**src/rtl/mic_frame_sched_if.sv**
```systemverilog
// Bus bundle between the I2S decoder, the HPS Avalon-MM master and mic_frame_sched.
// slave = scheduler side, master = decoder/HPS side.
interface mic_frame_sched_if;
  logic        frame_valid;
  logic [23:0] ch0;
  logic [23:0] ch1;
  logic [23:0] ch2;
  logic [23:0] ch3;
  logic        capture_en;
  logic        chipselect;
  logic        read;
  logic        write;
  logic [2:0]  address;
  logic [31:0] writedata;
  logic [31:0] readdata;
  logic        irq;

  modport slave (
    input  frame_valid, ch0, ch1, ch2, ch3,
    input  chipselect, read, write, address, writedata,
    output capture_en, readdata, irq
  );

  modport master (
    output frame_valid, ch0, ch1, ch2, ch3,
    output chipselect, read, write, address, writedata,
    input  capture_en, readdata, irq
  );
endinterface

```
**src/rtl/mic_frame_sched.sv**
```systemverilog
// Mic capture gate, frame FIFO and HPS register map with level-based threshold irq.
// Optional MIC_FRAME_TIMESTAMP_EN stores a frame counter with each entry, readable at address 7.
module mic_frame_sched #(
  parameter int DEPTH = 16,
  parameter int LVL_W = $clog2(DEPTH) + 1
) (
  input  logic             clk,
  input  logic             reset,
  mic_frame_sched_if.slave bus
);
  localparam int AW = $clog2(DEPTH);
`ifdef MIC_FRAME_TIMESTAMP_EN
  localparam int ENTRY_W = 128;
`else
  localparam int ENTRY_W = 96;
`endif

  typedef enum logic [1:0] {
    ST_DISABLED = 2'd0,
    ST_ARMED    = 2'd1,
    ST_RUN      = 2'd2
  } state_t;

  state_t             state_q, state_d;
  logic [ENTRY_W-1:0] mem [DEPTH];
  logic [AW-1:0]      wr_ptr_q, wr_ptr_d;
  logic [AW-1:0]      rd_ptr_q, rd_ptr_d;
  logic [LVL_W-1:0]   level_q, level_d;
  logic [7:0]         ovf_q, ovf_d;
  logic               en_q, irq_en_q;
  logic [7:0]         thr_q;
  logic               irq_q, irq_d;
  logic [31:0]        readdata_q, rd_data;
  logic [ENTRY_W-1:0] entry_in, head_entry;
  logic [23:0]        head_ch [4];
  logic [31:0]        head_ts;
  logic [15:0]        level_ext;

  logic rd_strobe, wr_strobe, ctrl_wr, ack_wr;
  logic empty, full, pop, push_req, push, drop, flush;

  assign rd_strobe = bus.chipselect & bus.read;
  assign wr_strobe = bus.chipselect & bus.write;
  assign ctrl_wr   = wr_strobe & (bus.address == 3'd5);
  assign ack_wr    = wr_strobe & (bus.address == 3'd6) & bus.writedata[0];

  assign empty    = (level_q == '0);
  assign full     = (level_q == LVL_W'(DEPTH));
  assign pop      = rd_strobe & (bus.address == 3'd3) & ~empty;
  assign push_req = bus.frame_valid & (state_q == ST_RUN);
  // A pop in the same cycle frees the slot, so a full FIFO still accepts the push.
  assign push     = push_req & (~full | pop);
  assign drop     = push_req & full & ~pop;

  always_comb begin
    state_d = state_q;
    case (state_q)
      ST_DISABLED: if (ctrl_wr && bus.writedata[0]) state_d = ST_ARMED;
      ST_ARMED: begin
        if (ctrl_wr && !bus.writedata[0]) state_d = ST_DISABLED;
        else if (bus.frame_valid)         state_d = ST_RUN;
      end
      ST_RUN:      if (ctrl_wr && !bus.writedata[0]) state_d = ST_DISABLED;
      default:     state_d = ST_DISABLED;
    endcase
  end

  // Anything headed into (or sitting in) DISABLED keeps the FIFO empty.
  assign flush = (state_d == ST_DISABLED);

  always_comb begin
    wr_ptr_d = wr_ptr_q;
    rd_ptr_d = rd_ptr_q;
    level_d  = level_q;
    if (flush) begin
      wr_ptr_d = '0;
      rd_ptr_d = '0;
      level_d  = '0;
    end else begin
      if (push) wr_ptr_d = wr_ptr_q + 1'b1;
      if (pop)  rd_ptr_d = rd_ptr_q + 1'b1;
      case ({push, pop})
        2'b10:   level_d = level_q + 1'b1;
        2'b01:   level_d = level_q - 1'b1;
        default: level_d = level_q;
      endcase
    end
  end

  always_comb begin
    ovf_d = ovf_q;
    if (ack_wr)                     ovf_d = '0;
    else if (drop && ovf_q != 8'hFF) ovf_d = ovf_q + 8'd1;
  end

  assign level_ext = {{(16-LVL_W){1'b0}}, level_q};
  assign irq_d     = irq_en_q & (thr_q != 8'd0) & (level_ext >= {8'd0, thr_q});

`ifdef MIC_FRAME_TIMESTAMP_EN
  logic [31:0] ts_q, ts_d;

  always_comb begin
    ts_d = ts_q;
    if (state_q == ST_DISABLED && state_d == ST_ARMED)
      ts_d = '0;
    else if (bus.frame_valid && state_q != ST_DISABLED)
      ts_d = ts_q + 32'd1;
  end

  always_ff @(posedge clk) begin
    if (reset) ts_q <= '0;
    else       ts_q <= ts_d;
  end

  assign entry_in = {ts_q, bus.ch3, bus.ch2, bus.ch1, bus.ch0};
  assign head_ts  = empty ? 32'd0 : head_entry[127:96];
`else
  assign entry_in = {bus.ch3, bus.ch2, bus.ch1, bus.ch0};
  assign head_ts  = 32'd0;
`endif

  always_ff @(posedge clk) begin
    if (push) mem[wr_ptr_q] <= entry_in;
  end

  assign head_entry = mem[rd_ptr_q];

  generate
    for (genvar gi = 0; gi < 4; gi++) begin : g_head_ch
      assign head_ch[gi] = empty ? 24'd0 : head_entry[24*gi +: 24];
    end
  endgenerate

  always_comb begin
    rd_data = 32'd0;
    case (bus.address)
      3'd0, 3'd1, 3'd2, 3'd3: rd_data = {8'd0, head_ch[bus.address[1:0]]};
      3'd4:    rd_data = {ovf_q, 6'd0, state_q, level_ext};
      3'd5:    rd_data = {16'd0, thr_q, 6'd0, irq_en_q, en_q};
      3'd7:    rd_data = head_ts;
      default: rd_data = 32'd0;
    endcase
  end

  always_ff @(posedge clk) begin
    if (reset) begin
      state_q    <= ST_DISABLED;
      wr_ptr_q   <= '0;
      rd_ptr_q   <= '0;
      level_q    <= '0;
      ovf_q      <= '0;
      en_q       <= 1'b0;
      irq_en_q   <= 1'b0;
      thr_q      <= '0;
      irq_q      <= 1'b0;
      readdata_q <= '0;
    end else begin
      state_q  <= state_d;
      wr_ptr_q <= wr_ptr_d;
      rd_ptr_q <= rd_ptr_d;
      level_q  <= level_d;
      ovf_q    <= ovf_d;
      irq_q    <= irq_d;
      if (ctrl_wr) begin
        en_q     <= bus.writedata[0];
        irq_en_q <= bus.writedata[1];
        thr_q    <= bus.writedata[15:8];
      end
      if (rd_strobe) readdata_q <= rd_data;
    end
  end

  logic unused_wd;
  assign unused_wd = ^{bus.writedata[31:16], bus.writedata[7:2]};

  assign bus.capture_en = (state_q != ST_DISABLED);
  assign bus.readdata   = readdata_q;
  assign bus.irq        = irq_q;
endmodule

```
**src/flat_wrapper.sv**
```systemverilog
// flat-port wrapper written by rule: the top's interface ports become plain ports
module mic_frame_sched_flat 
#(
  parameter int DEPTH = 16,
  parameter int LVL_W = $clog2(DEPTH) + 1
)
  (clk, reset, bus_frame_valid, bus_ch0, bus_ch1, bus_ch2, bus_ch3, bus_chipselect, bus_read, bus_write, bus_address, bus_writedata, bus_capture_en, bus_readdata, bus_irq);
  mic_frame_sched_if bus_i ();
  input  logic clk;
  input  logic reset;
  input wire logic [$bits(bus_i.frame_valid)-1:0] bus_frame_valid;
  input wire logic [$bits(bus_i.ch0)-1:0] bus_ch0;
  input wire logic [$bits(bus_i.ch1)-1:0] bus_ch1;
  input wire logic [$bits(bus_i.ch2)-1:0] bus_ch2;
  input wire logic [$bits(bus_i.ch3)-1:0] bus_ch3;
  input wire logic [$bits(bus_i.chipselect)-1:0] bus_chipselect;
  input wire logic [$bits(bus_i.read)-1:0] bus_read;
  input wire logic [$bits(bus_i.write)-1:0] bus_write;
  input wire logic [$bits(bus_i.address)-1:0] bus_address;
  input wire logic [$bits(bus_i.writedata)-1:0] bus_writedata;
  output wire logic [$bits(bus_i.capture_en)-1:0] bus_capture_en;
  output wire logic [$bits(bus_i.readdata)-1:0] bus_readdata;
  output wire logic [$bits(bus_i.irq)-1:0] bus_irq;
  assign bus_i.frame_valid = bus_frame_valid;
  assign bus_i.ch0 = bus_ch0;
  assign bus_i.ch1 = bus_ch1;
  assign bus_i.ch2 = bus_ch2;
  assign bus_i.ch3 = bus_ch3;
  assign bus_i.chipselect = bus_chipselect;
  assign bus_i.read = bus_read;
  assign bus_i.write = bus_write;
  assign bus_i.address = bus_address;
  assign bus_i.writedata = bus_writedata;
  assign bus_capture_en = bus_i.capture_en;
  assign bus_readdata = bus_i.readdata;
  assign bus_irq = bus_i.irq;
  mic_frame_sched #(.DEPTH(DEPTH), .LVL_W(LVL_W)) u_core (.clk(clk), .reset(reset), .bus(bus_i));
endmodule
```
**config.mk**
```make
export PLATFORM = sky130hd
export DESIGN_NAME = mic_frame_sched_flat
export DESIGN_NICKNAME = d
export VERILOG_FILES = /design/src/rtl/mic_frame_sched_if.sv /design/src/rtl/mic_frame_sched.sv /design/src/flat_wrapper.sv
export SDC_FILE = /design/constraint.sdc
export NUM_CORES = 1
export LEC_CHECK = 0
export ABC_CLOCK_PERIOD_IN_PS = 17450
export CAP_MARGIN = 0
export CORE_MARGIN = 10
export CORE_UTILIZATION = 40
export CTS_CLUSTER_DIAMETER = 200
export DETAILED_ROUTE_END_ITERATION = 10
export DONT_BUFFER_PORTS = 1
export RECOVER_POWER = 100
export SETUP_SLACK_MARGIN = 0.4
export SYNTH_ARGS = -nofsm -noshare
export SYNTH_HDL_FRONTEND = slang
export SYNTH_SLANG_ARGS = --single-unit
```
**constraint.sdc**
```tcl
create_clock -name clk -period 17.45 [get_ports clk]
set_input_delay 3.49 -clock clk [delete_from_list [all_inputs] [get_ports clk]]
set_output_delay 3.49 -clock clk [all_outputs]
set_load 0.005 [all_outputs]
```
==> impl_metrics.tcl <==
set metrics [dict create \
    worstHoldPathType "register to register" \
    leakage_nw 19.9 \
    synth_edf_count 1536 \
    cp_max_fo 40 \
    postCtsSetupBuffers 0 \
    cts_buffers 161 \
    slowest_delay_ps 2520 \
    fin_crit_sh_pct 63.2 \
    ys_warn_count 0 \
    clkSinkCount 1606 \
    max-cap-violations 41 \
    grt_usage_pct 17.8 \
    root_buffer "clkbuf_16" \
    final_cells 5144 \
    setup_viol 0 \
    status "complete, but fails checks" \
    rows 143 \
    hpwl_um 82300 \
    ys_async_sr_fraction_pct 0 \
    p_total_mw 7.53 \
    finalCriticalPeriod_ps 11020 \
    max_slew.worst_pin.slew_ps 8600 \
    drc 0 \
    cts_max_level 4 \
    initial_core_util_pct 40.2 \
    final_util_pct 45.0 \
    portBuffers 0 \
    grt_pass1_wl_um 218000 \
    core-area_sq_um 152000 \
    mostFrequentLayoutCell "edfxtp_1" \
    die-area_sq_um 169000 \
    end_kind "register" \
    finClkSkew_ps 26.2 \
    antenna_left 0 \
    setup_tns_ps 0 \
    antenna_found_initial 11 \
    cp_data_arrival_time_ps 11330 \
    grt_overflow 0 \
    vias 29300 \
    grt_max_degree 127 \
    clk_latency_ps 790 \
    synthToLayoutAreaGrowth_pct 12.0 \
    required_ps 17750 \
    die-height_um 411 \
    dr.pass1.iters 5 \
    drive_above_1_share_pct 18.1 \
    crit_chain "nand3b_1 -> nor2_1 -> o21a_1 -> nand3_1 -> nor2_1 -> clkbuf_1 -> clkbuf_1" \
    synth_cell_types 59 \
    avgSynthCellArea_sq_um 20.9 \
    max_freq_mhz 90.7 \
    drt_wl_total_um 151000 \
    drt-vias-per-instance 5.70 \
    slew_headroom_pct -474 \
    cp_slowest_cell "clkbuf_1" \
    nNetsFinal 3137 \
    holdWs_ps 485 \
    fill_cells 12900 \
    path_clk_slew_ps 60 \
    netlist.area_leader.share_pct 75.6 \
    rsz0062_at_grt "no" \
    hold_viol 0 \
    clockBufferDepth 3 \
    final_cell_mix "edfxtp_1, mux4_2, mux2i_1" \
    cts_resized 0 \
    drv_slew 1610 \
    dr.first_iter.drc_count 3196 \
    cts_hold_buf 0 \
    yosys.area.top_type "edfxtp_1" \
    ys.flop_type "edfxtp_1" \
    violations "capacitance limit, slew limit" \
    yosysSeqAreaShare_pct 77.9 \
    syn_area_sq_um 61000 \
    io_pins 171 \
    routedWlPerCell_um 29.4 \
    dp.cells 4855 \
    ys_top_cells_by_area "edfxtp_1, mux4_2, mux2i_1" \
    grt_pass1_vias 30100 \
    p_per_area_nw_per_um2 110 \
    ir_drop_mv 0.0930 \
    gp_congestion 0.784 \
    startpoint_type "input port" \
    cts_tree "yes" \
    synth_cells 2914 \
    crit_type "input port to register" \
    fp.dieW_um 411 \
    ys_ff_latch 1606 \
    syn-num-nets 3063 \
]
per-stage QoR:
step / setup slack, ps / instance area (sq um)
CTS: 10990 / 68500
floorplan: 3430 / 61000
global placement: 10140 / 63600
detailed placement: 10160 / 63600
global route: 5900 / 68300
finish: 6430 / 68300
path summary, 6_finish.rpt:
path                          start  cells past startpoint  slack, ps                 end
setup / recovery     bus_address[2]                      7       6430  u_core.mem[14][65]
setup reg to reg  u_core.state_q[0]                      7       8670  u_core.mem[14][65]
hold / removal          u_core.en_q                      2        480         u_core.en_q
hold reg to reg         u_core.en_q                      2        480         u_core.en_q
kinds of logic after synthesis:
kind of cell,Yosys count,share of synthesized area (%)
mux,525,14.5
simple gates,286,2.44
fa+ha+maj,12,0.246
buf+inv,170,1.26
flops,1606,77.9
compound gates,297,3.37
xor+xnor,18,0.258
state kept, by name, summed over array words and instances (netlist names), named ones only:
register,cells
u_core.wr_ptr_q,4
u_core.level_q,5
u_core.bus.readdata,32
u_core.ovf_q,8
u_core.bus.irq,1
u_core.mem,1536
u_core.state_q,2
u_core.irq_en_q,1
u_core.en_q,1
u_core.thr_q,8
u_core.rd_ptr_q,4
power by group:
part | leakage, nW | internal, mW | total, mW | switching, mW
registers | 14.4 | 4.22 | 4.22 | 0.000798
logic | 3.11 | 0.00744 | 0.0262 | 0.0188
clock network | 2.42 | 1.85 | 3.28 | 1.43
area by class of cell:
cell class / count / area, sq um / share of cell area (%)
diodes: 1 / 2.50 / 0.00366
multi-input cells: 1138 / 12800 / 18.7
well taps: 2030 / 2540 / 3.72
flip-flops and latches: 1606 / 47500 / 69.6
clock inverters: 81 / 611 / 0.894
repair buffers: 67 / 427 / 0.625
clock buffers: 207 / 4350 / 6.36
inverters: 14 / 52.6 / 0.0769
cells in the mapped netlist, types with 3 or more instances:
| cell | number |
|---|---|
| a22oi_1 | 98 |
| ha_1 | 12 |
| buf_1 | 12 |
| nor2b_1 | 12 |
| or2_2 | 4 |
| dfxtp_1 | 70 |
| buf_4 | 9 |
| nor2_1 | 48 |
| nand4_1 | 24 |
| mux2_2 | 10 |
| inv_1 | 14 |
| edfxtp_1 | 1536 |
| o22ai_1 | 97 |
| nor4bb_1 | 3 |
| a21o_1 | 3 |
| a211oi_1 | 34 |
| xnor2_1 | 8 |
| buf_2 | 73 |
| a221oi_1 | 8 |
| clkbuf_1 | 61 |
| o21ai_0 | 5 |
| and2_1 | 10 |
| mux4_2 | 287 |
| mux2i_1 | 228 |
| o211ai_1 | 7 |
| nor4b_1 | 3 |
| xor2_1 | 10 |
| nand2_1 | 81 |
| a21oi_1 | 26 |
| or4_1 | 8 |
| a2111oi_0 | 3 |
| nor4_1 | 23 |
| nand3b_1 | 5 |
| nand2b_1 | 7 |
| nor3_1 | 5 |
| and4b_1 | 3 |
| nand3_1 | 38 |
per-layer routing:
metal  track usage [%]  up-vias  routed length, um  share of wire [%]
met1              24.5    15600              63600                 42
met4              5.47        2               3620                2.4
met5                 0        -                 13             0.0086
li1                  -    12400                  -                  -
met2              27.7     1096              71100                 47
met3              4.65      203              13100                8.6
critical path: cells and delay by family:
kind	cells	cell delay, ps
compound gates	1	310
buf+inv	2	4960
simple gates	4	2490
No activity file was read; power rests on OpenSTA's default activity.
